<file path="src/rtl/io_port_bank.sv">
// -----------------------------------------------------------------------------
// io_port_bank
//
// Multi-channel I/O port block used by the memory stage of the five-stage
// pipeline. Each of NPORTS input channels is buffered by a DEPTH-entry FIFO
// filled by the outside world; the pipeline pops one channel at a time with
// an IN instruction (IOE & IOR). NPORTS registered output ports are loaded by
// OUT instructions (IOE & IOW) and pulse a one-cycle strobe when written.
//
// Optional feature macro: IO_IRQ_EN
//   defined   -> adds output IRQ, high while any input FIFO holds data
//   undefined -> no IRQ port, no IRQ logic
//
// Parameters
//   WIDTH   data width of every port, Result and IN
//   NPORTS  number of input channels and of output channels (>= 1)
//   DEPTH   entries per input FIFO (power of two, >= 2)
//   SELW    width of PORT_SEL (>= clog2(NPORTS), min 1)
//
// Ports
//   clk           clock, all state changes on the rising edge
//   reset         synchronous, active-high reset
//   IOE           I/O enable from the memory stage
//   IOR           read request: pop the selected input FIFO into IN
//   IOW           write request: load Result into the selected output port
//   PORT_SEL      channel index for IOR/IOW (out-of-range values are ignored)
//   Result        write data for IOW
//   PORTIN        packed external input data, channel k at [k*WIDTH +: WIDTH]
//   PORTIN_VALID  per-channel push strobe
//   PORTIN_FULL   per-channel FIFO full, decoded from the registered occupancy
//   PORTOUT       packed registered output ports
//   PORTOUT_STB   one-cycle pulse on the output channel just written
//   IN            registered read data returned to the pipeline
//   IN_VALID      high for one cycle when IN holds freshly popped data
//   IRQ           (IO_IRQ_EN only) any input FIFO non-empty
// -----------------------------------------------------------------------------
module io_port_bank #(
   parameter int WIDTH  = 16,
   parameter int NPORTS = 4,
   parameter int DEPTH  = 4,
   parameter int SELW   = 2
) (
   input  logic                     clk,
   input  logic                     reset,
   input  logic                     IOE,
   input  logic                     IOR,
   input  logic                     IOW,
   input  logic [SELW-1:0]          PORT_SEL,
   input  logic [WIDTH-1:0]         Result,
   input  logic [NPORTS*WIDTH-1:0]  PORTIN,
   input  logic [NPORTS-1:0]        PORTIN_VALID,
   output logic [NPORTS-1:0]        PORTIN_FULL,
   output logic [NPORTS*WIDTH-1:0]  PORTOUT,
   output logic [NPORTS-1:0]        PORTOUT_STB,
   output logic [WIDTH-1:0]         IN,
   output logic                     IN_VALID
`ifdef IO_IRQ_EN
   ,
   output logic                     IRQ
`endif
);

   localparam int PW = (DEPTH > 1) ? $clog2(DEPTH) : 1;   // pointer width
   localparam int CW = $clog2(DEPTH + 1);                 // occupancy 0..DEPTH

   // NPORTS always fits in SELW+1 bits, so the range test never truncates.
   localparam logic [SELW:0] NPORTS_L = (SELW + 1)'(NPORTS);
   localparam logic [CW-1:0] DEPTH_L  = CW'(DEPTH);

   // Pointer advance; DEPTH is a power of two so the natural PW-bit wrap
   // takes DEPTH-1 back to 0.
   function automatic logic [PW-1:0] ptr_next(input logic [PW-1:0] p,
                                              input logic          adv);
      ptr_next = p + PW'(adv);
   endfunction

   // ---------------------------------------------------------------------
   // State
   // ---------------------------------------------------------------------
   logic [WIDTH-1:0] mem_q   [NPORTS][DEPTH];
   logic [PW-1:0]    wptr_q  [NPORTS];
   logic [PW-1:0]    wptr_d  [NPORTS];
   logic [PW-1:0]    rptr_q  [NPORTS];
   logic [PW-1:0]    rptr_d  [NPORTS];
   logic [CW-1:0]    cnt_q   [NPORTS];
   logic [CW-1:0]    cnt_d   [NPORTS];
   logic [WIDTH-1:0] pout_q  [NPORTS];
   logic [WIDTH-1:0] pout_d  [NPORTS];
   logic [NPORTS-1:0] stb_q, stb_d;
   logic [WIDTH-1:0] in_q, in_d;
   logic             in_vld_q, in_vld_d;
   logic             irq_q, irq_d;

   // ---------------------------------------------------------------------
   // Request decode
   // ---------------------------------------------------------------------
   logic              sel_ok;
   logic              rd_req;
   logic              wr_req;
   logic [NPORTS-1:0] sel_hit;
   logic [NPORTS-1:0] full;
   logic [NPORTS-1:0] push;
   logic [NPORTS-1:0] pop;
   logic [WIDTH-1:0]  head;

   assign sel_ok = ({1'b0, PORT_SEL} < NPORTS_L);
   assign rd_req = IOE & IOR & sel_ok;
   assign wr_req = IOE & IOW & sel_ok;

   always_comb begin
      sel_hit = '0;
      full    = '0;
      push    = '0;
      pop     = '0;
      head    = '0;
      for (int k = 0; k < NPORTS; k++) begin
         sel_hit[k] = sel_ok && (PORT_SEL == SELW'(k));
         full[k]    = (cnt_q[k] == DEPTH_L);
         // Full is judged on the registered occupancy, so a push into a full
         // FIFO is lost even when the same edge pops that channel.
         push[k]    = PORTIN_VALID[k] & ~full[k];
         // Empty is also judged on the registered occupancy: no bypass of a
         // same-cycle push into an empty FIFO.
         pop[k]     = rd_req & sel_hit[k] & (cnt_q[k] != '0);
         if (sel_hit[k]) begin
            head = mem_q[k][rptr_q[k]];
         end
      end
   end

   // ---------------------------------------------------------------------
   // Next-state
   // ---------------------------------------------------------------------
   always_comb begin
      irq_d = 1'b0;
      stb_d = '0;
      for (int k = 0; k < NPORTS; k++) begin
         wptr_d[k] = ptr_next(wptr_q[k], push[k]);
         rptr_d[k] = ptr_next(rptr_q[k], pop[k]);
         cnt_d[k]  = cnt_q[k] + CW'(push[k]) - CW'(pop[k]);
         stb_d[k]  = wr_req & sel_hit[k];
         pout_d[k] = stb_d[k] ? Result : pout_q[k];
         if (cnt_d[k] != '0) begin
            irq_d = 1'b1;
         end
      end
      in_vld_d = |pop;
      in_d     = (|pop) ? head : in_q;
   end

   // ---------------------------------------------------------------------
   // Registers
   // ---------------------------------------------------------------------
   always_ff @(posedge clk) begin
      if (reset) begin
         for (int k = 0; k < NPORTS; k++) begin
            wptr_q[k] <= '0;
            rptr_q[k] <= '0;
            cnt_q[k]  <= '0;
            pout_q[k] <= '0;
         end
         stb_q    <= '0;
         in_q     <= '0;
         in_vld_q <= 1'b0;
         irq_q    <= 1'b0;
      end else begin
         for (int k = 0; k < NPORTS; k++) begin
            wptr_q[k] <= wptr_d[k];
            rptr_q[k] <= rptr_d[k];
            cnt_q[k]  <= cnt_d[k];
            pout_q[k] <= pout_d[k];
         end
         stb_q    <= stb_d;
         in_q     <= in_d;
         in_vld_q <= in_vld_d;
         irq_q    <= irq_d;
      end
   end

   // FIFO storage carries no reset; stale entries are unreachable once the
   // pointers and occupancy are cleared.
   always_ff @(posedge clk) begin
      for (int k = 0; k < NPORTS; k++) begin
         if (!reset && push[k]) begin
            mem_q[k][wptr_q[k]] <= PORTIN[k*WIDTH +: WIDTH];
         end
      end
   end

   // ---------------------------------------------------------------------
   // Outputs
   // ---------------------------------------------------------------------
   for (genvar g = 0; g < NPORTS; g++) begin : g_out
      assign PORTOUT[g*WIDTH +: WIDTH] = pout_q[g];
   end

   assign PORTIN_FULL = full;
   assign PORTOUT_STB = stb_q;
   assign IN          = in_q;
   assign IN_VALID    = in_vld_q;

`ifdef IO_IRQ_EN
   assign IRQ = irq_q;
`else
   // Without the IRQ port the flag register has no reader; keep it referenced
   // so the default build stays free of unused-signal noise.
   logic irq_unused;
   assign irq_unused = irq_q;
`endif

endmodule

</file>
<file path="config.mk">
export PLATFORM = sky130hd
export DESIGN_NAME = io_port_bank
export DESIGN_NICKNAME = d
export VERILOG_FILES = /design/src/rtl/io_port_bank.sv
export SDC_FILE = /design/constraint.sdc
export NUM_CORES = 1
export LEC_CHECK = 0
export CELL_PAD_IN_SITES_DETAIL_PLACEMENT = 0
export CELL_PAD_IN_SITES_GLOBAL_PLACEMENT = 1
export CORE_UTILIZATION = 45
export DETAILED_ROUTE_END_ITERATION = 16
export PLACE_DENSITY_LB_ADDON = 0.1
export SLEW_MARGIN = 15
export SYNTH_ARGS = -nofsm -noshare
export SYNTH_HDL_FRONTEND = slang
export SYNTH_SLANG_ARGS = --single-unit
</file>
<file path="constraint.sdc">
create_clock -name clk -period 3.7 [get_ports clk]
set_input_delay 0.555 -clock clk [delete_from_list [all_inputs] [get_ports clk]]
set_output_delay 0.555 -clock clk [all_outputs]
set_load 0.01 [all_outputs]
</file>
Word level (Yosys, flattened, before mapping)
Memories as Yosys holds them, arrays and structs flattened.
Index checks and enable logic that the tools add are counted.
{"block": "totals", "ff_bits": 21, "latchBits": 0, "ramBits": 348, "romBits": 0, "elab_cells": 159, "n_memories": 5}
{"block": "op_classes", "n_addsub": 16, "mul": 0, "div": 0, "n_lt_le_gt_ge": 12, "eq_ne": 7, "n_shift": 0, "mux": 55, "n_bitwise": 46, "reduce_logical": 15}
{"memory": "mem_q", "depth": 4, "word_bits": 64, "read_ports": 4, "rd_clocked_by_memory_dff": 0, "wr": 4, "line": "80", "rtl": "logic [WIDTH-1:0] mem_q [NPORTS][DEPTH];"}
{"memory": "pout_q", "depth": 4, "word_bits": 16, "read_ports": 4, "rd_clocked_by_memory_dff": 0, "wr": 4, "line": "87", "rtl": "logic [WIDTH-1:0] pout_q [NPORTS];"}
{"memory": "cnt_q", "depth": 4, "word_bits": 3, "read_ports": 4, "rd_clocked_by_memory_dff": 0, "wr": 4, "line": "85", "rtl": "logic [CW-1:0] cnt_q [NPORTS];"}
{"memory": "rptr_q", "depth": 4, "word_bits": 2, "read_ports": 4, "rd_clocked_by_memory_dff": 0, "wr": 4, "line": "83", "rtl": "logic [PW-1:0] rptr_q [NPORTS];"}
{"memory": "wptr_q", "depth": 4, "word_bits": 2, "read_ports": 4, "rd_clocked_by_memory_dff": 0, "wr": 4, "line": "81", "rtl": "logic [PW-1:0] wptr_q [NPORTS];"}
{"operator": "16-bit two-way mux", "count": 24}
{"operator": "64-bit two-way mux", "count": 4}
{"operator": "16-bit binary-select mux with 2-bit select", "count": 4}
{"operator": "16-bit demux with 2-bit select", "count": 4}
{"operator": "3-bit greater-or-equal comparator (second input constant)", "count": 8}
{"operator": "2-bit NOT with 3-bit output", "count": 8}
{"operator": "1-bit bitwise AND", "count": 18}
{"operator": "2-bit by 1-bit adder with 2-bit output", "count": 8}
{"operator": "2-bit two-way mux", "count": 8}
{"operator": "1-bit OR", "count": 16}
{"operator": "3-bit by 1-bit adder with 3-bit output", "count": 4}
{"operator": "3-bit == test (second input constant)", "count": 4}
{"operator": "3-bit by 1-bit < comparator with 1-bit output (second input constant)", "count": 4}
{"operator": "3-bit two-way mux", "count": 4}
{"operator": "3-bit nonzero test", "count": 4}
{"operator": "3-bit by 1-bit subtractor with 3-bit output", "count": 4}
{"operator": "1-bit logical AND", "count": 8}
{"operator": "1-bit two-way mux", "count": 7}
{"operator": "2-bit == test (second input constant)", "count": 2}
{"operator": "1-bit NOT", "count": 4}
{"operator": "4-bit OR reduction", "count": 1}
{"operator": "2-bit by 1-bit == test with 1-bit output (second input constant)", "count": 1}
{"operator": "2-bit logical NOT", "count": 1}
{"operator": "1-bit logical NOT", "count": 1}

Depth between registers and ports, before layout
An unclocked memory read counts as a cell.
{"block": "depth", "depth_word": 9, "ltp_mapped": 12, "ltp_nobuf": 10}

Worst setup path before layout
No wires, ideal clock.
{"block": "synth_path", "path_kind": "input-to-reg", "start": "in reset", "end": "mem mem_q[1][16] in the netlist's numbering, enable pin", "setup_ns": 0.436, "t_arrival_ns": 2.565, "path_slack_ns": 0.699, "stages": 2, "path_buffers": 1, "path_cell_list": "clkbuf_1 > nor4b_1"}
{"element": "start: declaration", "line": "44", "rtl": "input logic reset,"}
{"element": "end: declaration", "line": "80"}

==> impl_metrics.prom <==
# TYPE chip_impl_metric gauge
chip_impl_metric{name="seqPwrFrac",unit="%"} 50.0
chip_impl_info{name="worstHoldPathType",value="in -> reg"} 1
chip_impl_info{name="rsz0062_at_grt",value="no"} 1
chip_impl_metric{name="drt-wirelength-per-cell",unit="um"} 20.7
chip_impl_metric{name="n_fill_cell",unit=""} 2484
chip_impl_metric{name="finalSetupTns",unit="ps"} 0
chip_impl_metric{name="finalNetCount",unit=""} 1209
chip_impl_metric{name="number_of_setup_violations_in_the_final_report",unit=""} 0
chip_impl_metric{name="stdcell_area",unit="sq mm"} 0.0177
chip_impl_metric{name="report.final.slew_viol_count",unit=""} 0
chip_impl_info{name="run_status",value="completed"} 1
chip_impl_metric{name="synthDistinctLibCells",unit=""} 50
chip_impl_metric{name="synth_area",unit="sq mm"} 0.0143
chip_impl_info{name="setup.worst_path.class",value="in -> reg"} 1
chip_impl_metric{name="cts_setup_buffers",unit=""} 0
chip_impl_metric{name="power.combinational.fraction",unit="%"} 10.9
chip_impl_metric{name="antenna_found_initial",unit=""} 1
chip_impl_metric{name="dieWidth",unit="um"} 180
chip_impl_metric{name="drt.antenna.violating_nets",unit=""} 0
chip_impl_metric{name="synthCells",unit=""} 914
chip_impl_metric{name="grt_first_pass_wirelength",unit="mm"} 48.4
chip_impl_metric{name="leakagePower",unit="nW"} 5.81
chip_impl_metric{name="drcViolationCount",unit=""} 0
chip_impl_metric{name="worst_path_largest_cell_delay",unit="ps"} 670
chip_impl_metric{name="cap_violations",unit=""} 0
chip_impl_metric{name="internal_power",unit="mW"} 7.44
chip_impl_info{name="critical_path.slowest_cell",value="sky130_fd_sc_hd__clkdlybuf4s50_1"} 1
chip_impl_metric{name="mappedNetlistNets",unit=""} 1019
chip_impl_info{name="synthDominantAreaCellType",value="sky130_fd_sc_hd__edfxtp_1"} 1
chip_impl_info{name="cts_tree",value="built"} 1
chip_impl_metric{name="floorplan.initialDensity",unit="%"} 46.3
chip_impl_metric{name="min_period_over_period",unit="%"} 70.9
chip_impl_metric{name="met2RoutedLength",unit="mm"} 14.5
chip_impl_metric{name="worst_slew_pin_slew",unit="ps"} 1130
chip_impl_metric{name="synth-edff-count",unit=""} 256
chip_impl_metric{name="core",unit="sq mm"} 0.0309
chip_impl_metric{name="cts_max_level",unit=""} 2
chip_impl_metric{name="clock_sink_count",unit=""} 369
chip_impl_metric{name="final_hold_violation_count",unit=""} 0
chip_impl_metric{name="relSlewSlack",unit="%"} 24.5
chip_impl_metric{name="cp_data_required_time",unit="ps"} 4070
chip_impl_info{name="routed.top_layer",value="met4"} 1
chip_impl_metric{name="detailed_route_via_count",unit=""} 8227
chip_impl_metric{name="worstSkewPairLatency",unit="ps"} 530
chip_impl_metric{name="placed_instances",unit=""} 1458
chip_impl_metric{name="floorplan.die_area",unit="sq mm"} 0.0325
chip_impl_metric{name="postSynth.asyncResetShare",unit="%"} 0
chip_impl_metric{name="routed_wirelength",unit="mm"} 31.5
chip_impl_info{name="synth_ff_type",value="sky130_fd_sc_hd__edfxtp_1"} 1
chip_impl_metric{name="timing.critical_path.fanout_max",unit=""} 7
chip_impl_metric{name="wl_met3",unit="mm"} 2.15
chip_impl_metric{name="cts-resized-gates",unit=""} 0
chip_impl_info{name="worstSetupStartpointType",value="primary input"} 1
chip_impl_metric{name="synth-seq-area-share",unit="%"} 69.5
chip_impl_metric{name="final_core_util",unit="%"} 57.2
chip_impl_metric{name="fin_worst_hold_slack",unit="ps"} 450
chip_impl_metric{name="synthesis.area_per_instance",unit="sq um"} 15.7
chip_impl_metric{name="io_buffers",unit=""} 179
chip_impl_metric{name="grt_start_max_net_pins",unit=""} 63
chip_impl_metric{name="met1Wirelength",unit="mm"} 14.2
chip_impl_metric{name="timing.fmax",unit="MHz"} 381
chip_impl_metric{name="cts_inserted_buffers",unit=""} 40
chip_impl_info{name="post_synth_main_area_contributors",value="sky130_fd_sc_hd__edfxtp_1 54%, sky130_fd_sc_hd__dfxtp_1 16%, sky130_fd_sc_hd__mux4_2 6.3%, sky130_fd_sc_hd__mux4_1 4.4%, sky130_fd_sc_hd__nand2_1 3.6%"} 1
chip_impl_metric{name="grt_util_all_layers",unit="%"} 19.7
chip_impl_metric{name="placed_cell_area",unit="sq mm"} 0.0164
chip_impl_metric{name="drtIter0Drc",unit=""} 589
chip_impl_metric{name="num_rows",unit=""} 64
chip_impl_metric{name="grt_pass1_vias",unit=""} 8079
chip_impl_metric{name="power_per_cell_area",unit="mW/mm^2"} 545
chip_impl_metric{name="layout-area-overhead-vs-synth",unit="%"} 23.5
chip_impl_info{name="cp-end-kind",value="flop"} 1
chip_impl_metric{name="yosys.area.top_type_share",unit="%"} 53.7
chip_impl_metric{name="routabilityCongestion",unit=""} 0.744
chip_impl_metric{name="vdd_ir_drop_max",unit="mV"} 0.380
chip_impl_metric{name="detailed_place_hpwl",unit="mm"} 20.5
chip_impl_info{name="crit_path_cell_trace",value="clkdlybuf4s50_1, nand4b_1, or2_2, nor2_1, a21o_1, ha_1, inv_1, fa_1, xor2_1, xnor2_1, nor2_1"} 1
chip_impl_metric{name="clk_transition_reported_paths",unit="ps"} 60
chip_impl_metric{name="clockPowerShare",unit="%"} 39.1
chip_impl_metric{name="yosys_warnings",unit=""} 0
chip_impl_metric{name="critical_path_data_arrival_time",unit="ps"} 3000
chip_impl_metric{name="final.min_clock_period",unit="ps"} 2620
chip_impl_metric{name="cts_max_path_buffers",unit=""} 3
chip_impl_metric{name="ios",unit=""} 180
chip_impl_info{name="cts-root-buf",value="sky130_fd_sc_hd__clkbuf_16"} 1
chip_impl_metric{name="grt-ovfl-total",unit=""} 0
chip_impl_metric{name="clock-skew-final",unit="ps"} 23.0
chip_impl_metric{name="detailedRoute.firstPassIterationCount",unit=""} 5
chip_impl_metric{name="hold_buffers",unit=""} 0
chip_impl_metric{name="finalNonFillerCells",unit=""} 1526
chip_impl_metric{name="routed_via_density",unit=""} 5.39
chip_impl_metric{name="drive_above_1_share",unit="%"} 12.5
chip_impl_metric{name="netSwitchingPower",unit="mW"} 2.20
chip_impl_metric{name="synth.ff_latch_count",unit=""} 369
chip_impl_metric{name="netSwitchingFraction",unit="%"} 22.8
chip_impl_info{name="most_common_cell_type_on_the_critical_path",value="sky130_fd_sc_hd__nor2_1"} 1
chip_impl_metric{name="fp.dieH",unit="um"} 180
## final cells by class
cell class	instances	area (sq um)	share of cell area [%]
inverter	11	41.3	0.234
multi-input combinational	477	3960	22.4
clock buffer	56	1120	6.34
clock inverter	11	124	0.701
sequential	369	9950	56.3
timing repair buffer	205	1980	11.2
tap	396	495	2.80
antenna	1	2.50	0.0142
## routing by layer
| layer | vias to the layer above | GRT usage [%] |
|---|---|---|
| met3 | 50 | 3.80 |
| met4 | 0 | 5.68 |
| met5 | - | 0 |
| met1 | 4046 | 28.2 |
| met2 | 280 | 30.8 |
| li1 | 3851 | - |
## cells in the mapped netlist (2+ instances only)
cell type	number
sky130_fd_sc_hd__nor2_1	28
sky130_fd_sc_hd__nor4_1	3
sky130_fd_sc_hd__buf_2	16
sky130_fd_sc_hd__nor2b_1	15
sky130_fd_sc_hd__and3_1	4
sky130_fd_sc_hd__nand2_1	136
sky130_fd_sc_hd__nor4b_1	3
sky130_fd_sc_hd__edfxtp_1	256
sky130_fd_sc_hd__o21ai_0	2
sky130_fd_sc_hd__nand4_1	2
sky130_fd_sc_hd__dfxtp_1	113
sky130_fd_sc_hd__a22o_1	32
sky130_fd_sc_hd__and3b_1	2
sky130_fd_sc_hd__clkbuf_1	14
sky130_fd_sc_hd__buf_4	4
sky130_fd_sc_hd__a211o_1	2
sky130_fd_sc_hd__buf_6	12
sky130_fd_sc_hd__nor3_2	3
sky130_fd_sc_hd__o22ai_1	15
sky130_fd_sc_hd__xnor2_1	16
sky130_fd_sc_hd__mux4_2	40
sky130_fd_sc_hd__buf_8	2
sky130_fd_sc_hd__nand3_1	17
sky130_fd_sc_hd__inv_1	11
sky130_fd_sc_hd__a21oi_1	82
sky130_fd_sc_hd__mux4_1	24
sky130_fd_sc_hd__buf_1	2
sky130_fd_sc_hd__ha_1	10
sky130_fd_sc_hd__nand2b_1	5
sky130_fd_sc_hd__clkbuf_2	2
sky130_fd_sc_hd__nor3b_1	10
sky130_fd_sc_hd__fa_1	4
sky130_fd_sc_hd__xor2_1	2
sky130_fd_sc_hd__nor3_1	5
sky130_fd_sc_hd__a211oi_2	2
sky130_fd_sc_hd__or3_1	4
## state kept, by name, summed over array words and instances, names as in the netlist
register / count
IN_VALID: 1
rptr_q: 8
PORTOUT_STB: 4
wptr_q: 8
pout_q: 64
IN: 16
cnt_q: 12
mem_q: 256
## cells by family (layout without fill, tap and decap cells)
logic type                 after synthesis  count (layout)  share of synthesized area, %
DFF                                    369             369                          69.5
adders and majority gates               14              14                          1.43
and+or+nand+nor                        244             244                          8.15
xor gates and xnor gates                18              18                          1.10
AOI/OAI and AO/OA                      137             137                          5.99
muxes                                   64              64                          10.7
buffers and inverters                   68             283                          3.14
other                                    0               1                             0
## placed cells by master, fill, tap and decap left out, types with 6 or more instances in the layout
cell type,netlist,routed
sky130_fd_sc_hd__clkbuf_8,1,6
sky130_fd_sc_hd__nand2_1,136,136
sky130_fd_sc_hd__a22o_1,32,32
sky130_fd_sc_hd__xnor2_1,16,16
sky130_fd_sc_hd__nand3_1,17,17
sky130_fd_sc_hd__clkbuf_1,14,10
sky130_fd_sc_hd__nor2b_1,15,15
sky130_fd_sc_hd__nor3b_1,10,9
sky130_fd_sc_hd__o22ai_1,15,15
sky130_fd_sc_hd__clkinv_2,0,6
sky130_fd_sc_hd__clkdlybuf4s50_1,0,178
sky130_fd_sc_hd__nor2_1,28,28
sky130_fd_sc_hd__inv_1,11,11
sky130_fd_sc_hd__edfxtp_1,256,256
sky130_fd_sc_hd__a21oi_1,82,82
sky130_fd_sc_hd__mux4_2,40,40
sky130_fd_sc_hd__ha_1,10,10
sky130_fd_sc_hd__buf_4,4,27
sky130_fd_sc_hd__dfxtp_1,113,113
sky130_fd_sc_hd__mux4_1,24,24
sky130_fd_sc_hd__clkbuf_16,0,40
## metrics by stage
stage	setup slack, ps	power (mW)
after CTS	1010	9.76
after floorplan	699	5.51
after detailed placement	551	5.96
final	1080	9.64
after global routing	893	10.0
after global placement	596	5.95
## power groups by stage
stage / logic, mW / clock network [mW] / registers [mW]
CTS: 1.06 / 3.87 / 4.82
floorplan: 0.621 / 0 / 4.88
global route: 1.15 / 4.03 / 4.84
detailed placement: 1.06 / 0 / 4.90
finish: 1.05 / 3.77 / 4.82
global placement: 1.05 / 0 / 4.90
## worst paths after layout
kind,slack [ps],endpoint,startpoint,cells after the start
hold reg to reg,450,pout_q[0][12]$_SDFFE_PP0P_,pout_q[0][12]$_SDFFE_PP0P_,2
setup / recovery,1080,cnt_q[1][2]$_SDFF_PP0_,IOE,11
hold / removal,450,wptr_q[3][1]$_SDFF_PP0_,reset,2
setup reg to reg,1410,cnt_q[1][2]$_SDFF_PP0_,cnt_q[1][1]$_SDFF_PP0_,10
## worst max-delay path: cells and delay by family
kind | cells | cell delay (ps)
AO/OA/AOI/OAI | 1 | 120
XOR/XNOR | 2 | 300
adder cells (fa/ha/maj) | 2 | 490
buffers and inverters | 2 | 720
AND/OR/NAND/NOR | 4 | 820
Note: power is estimated with default switching activity, not from simulation.
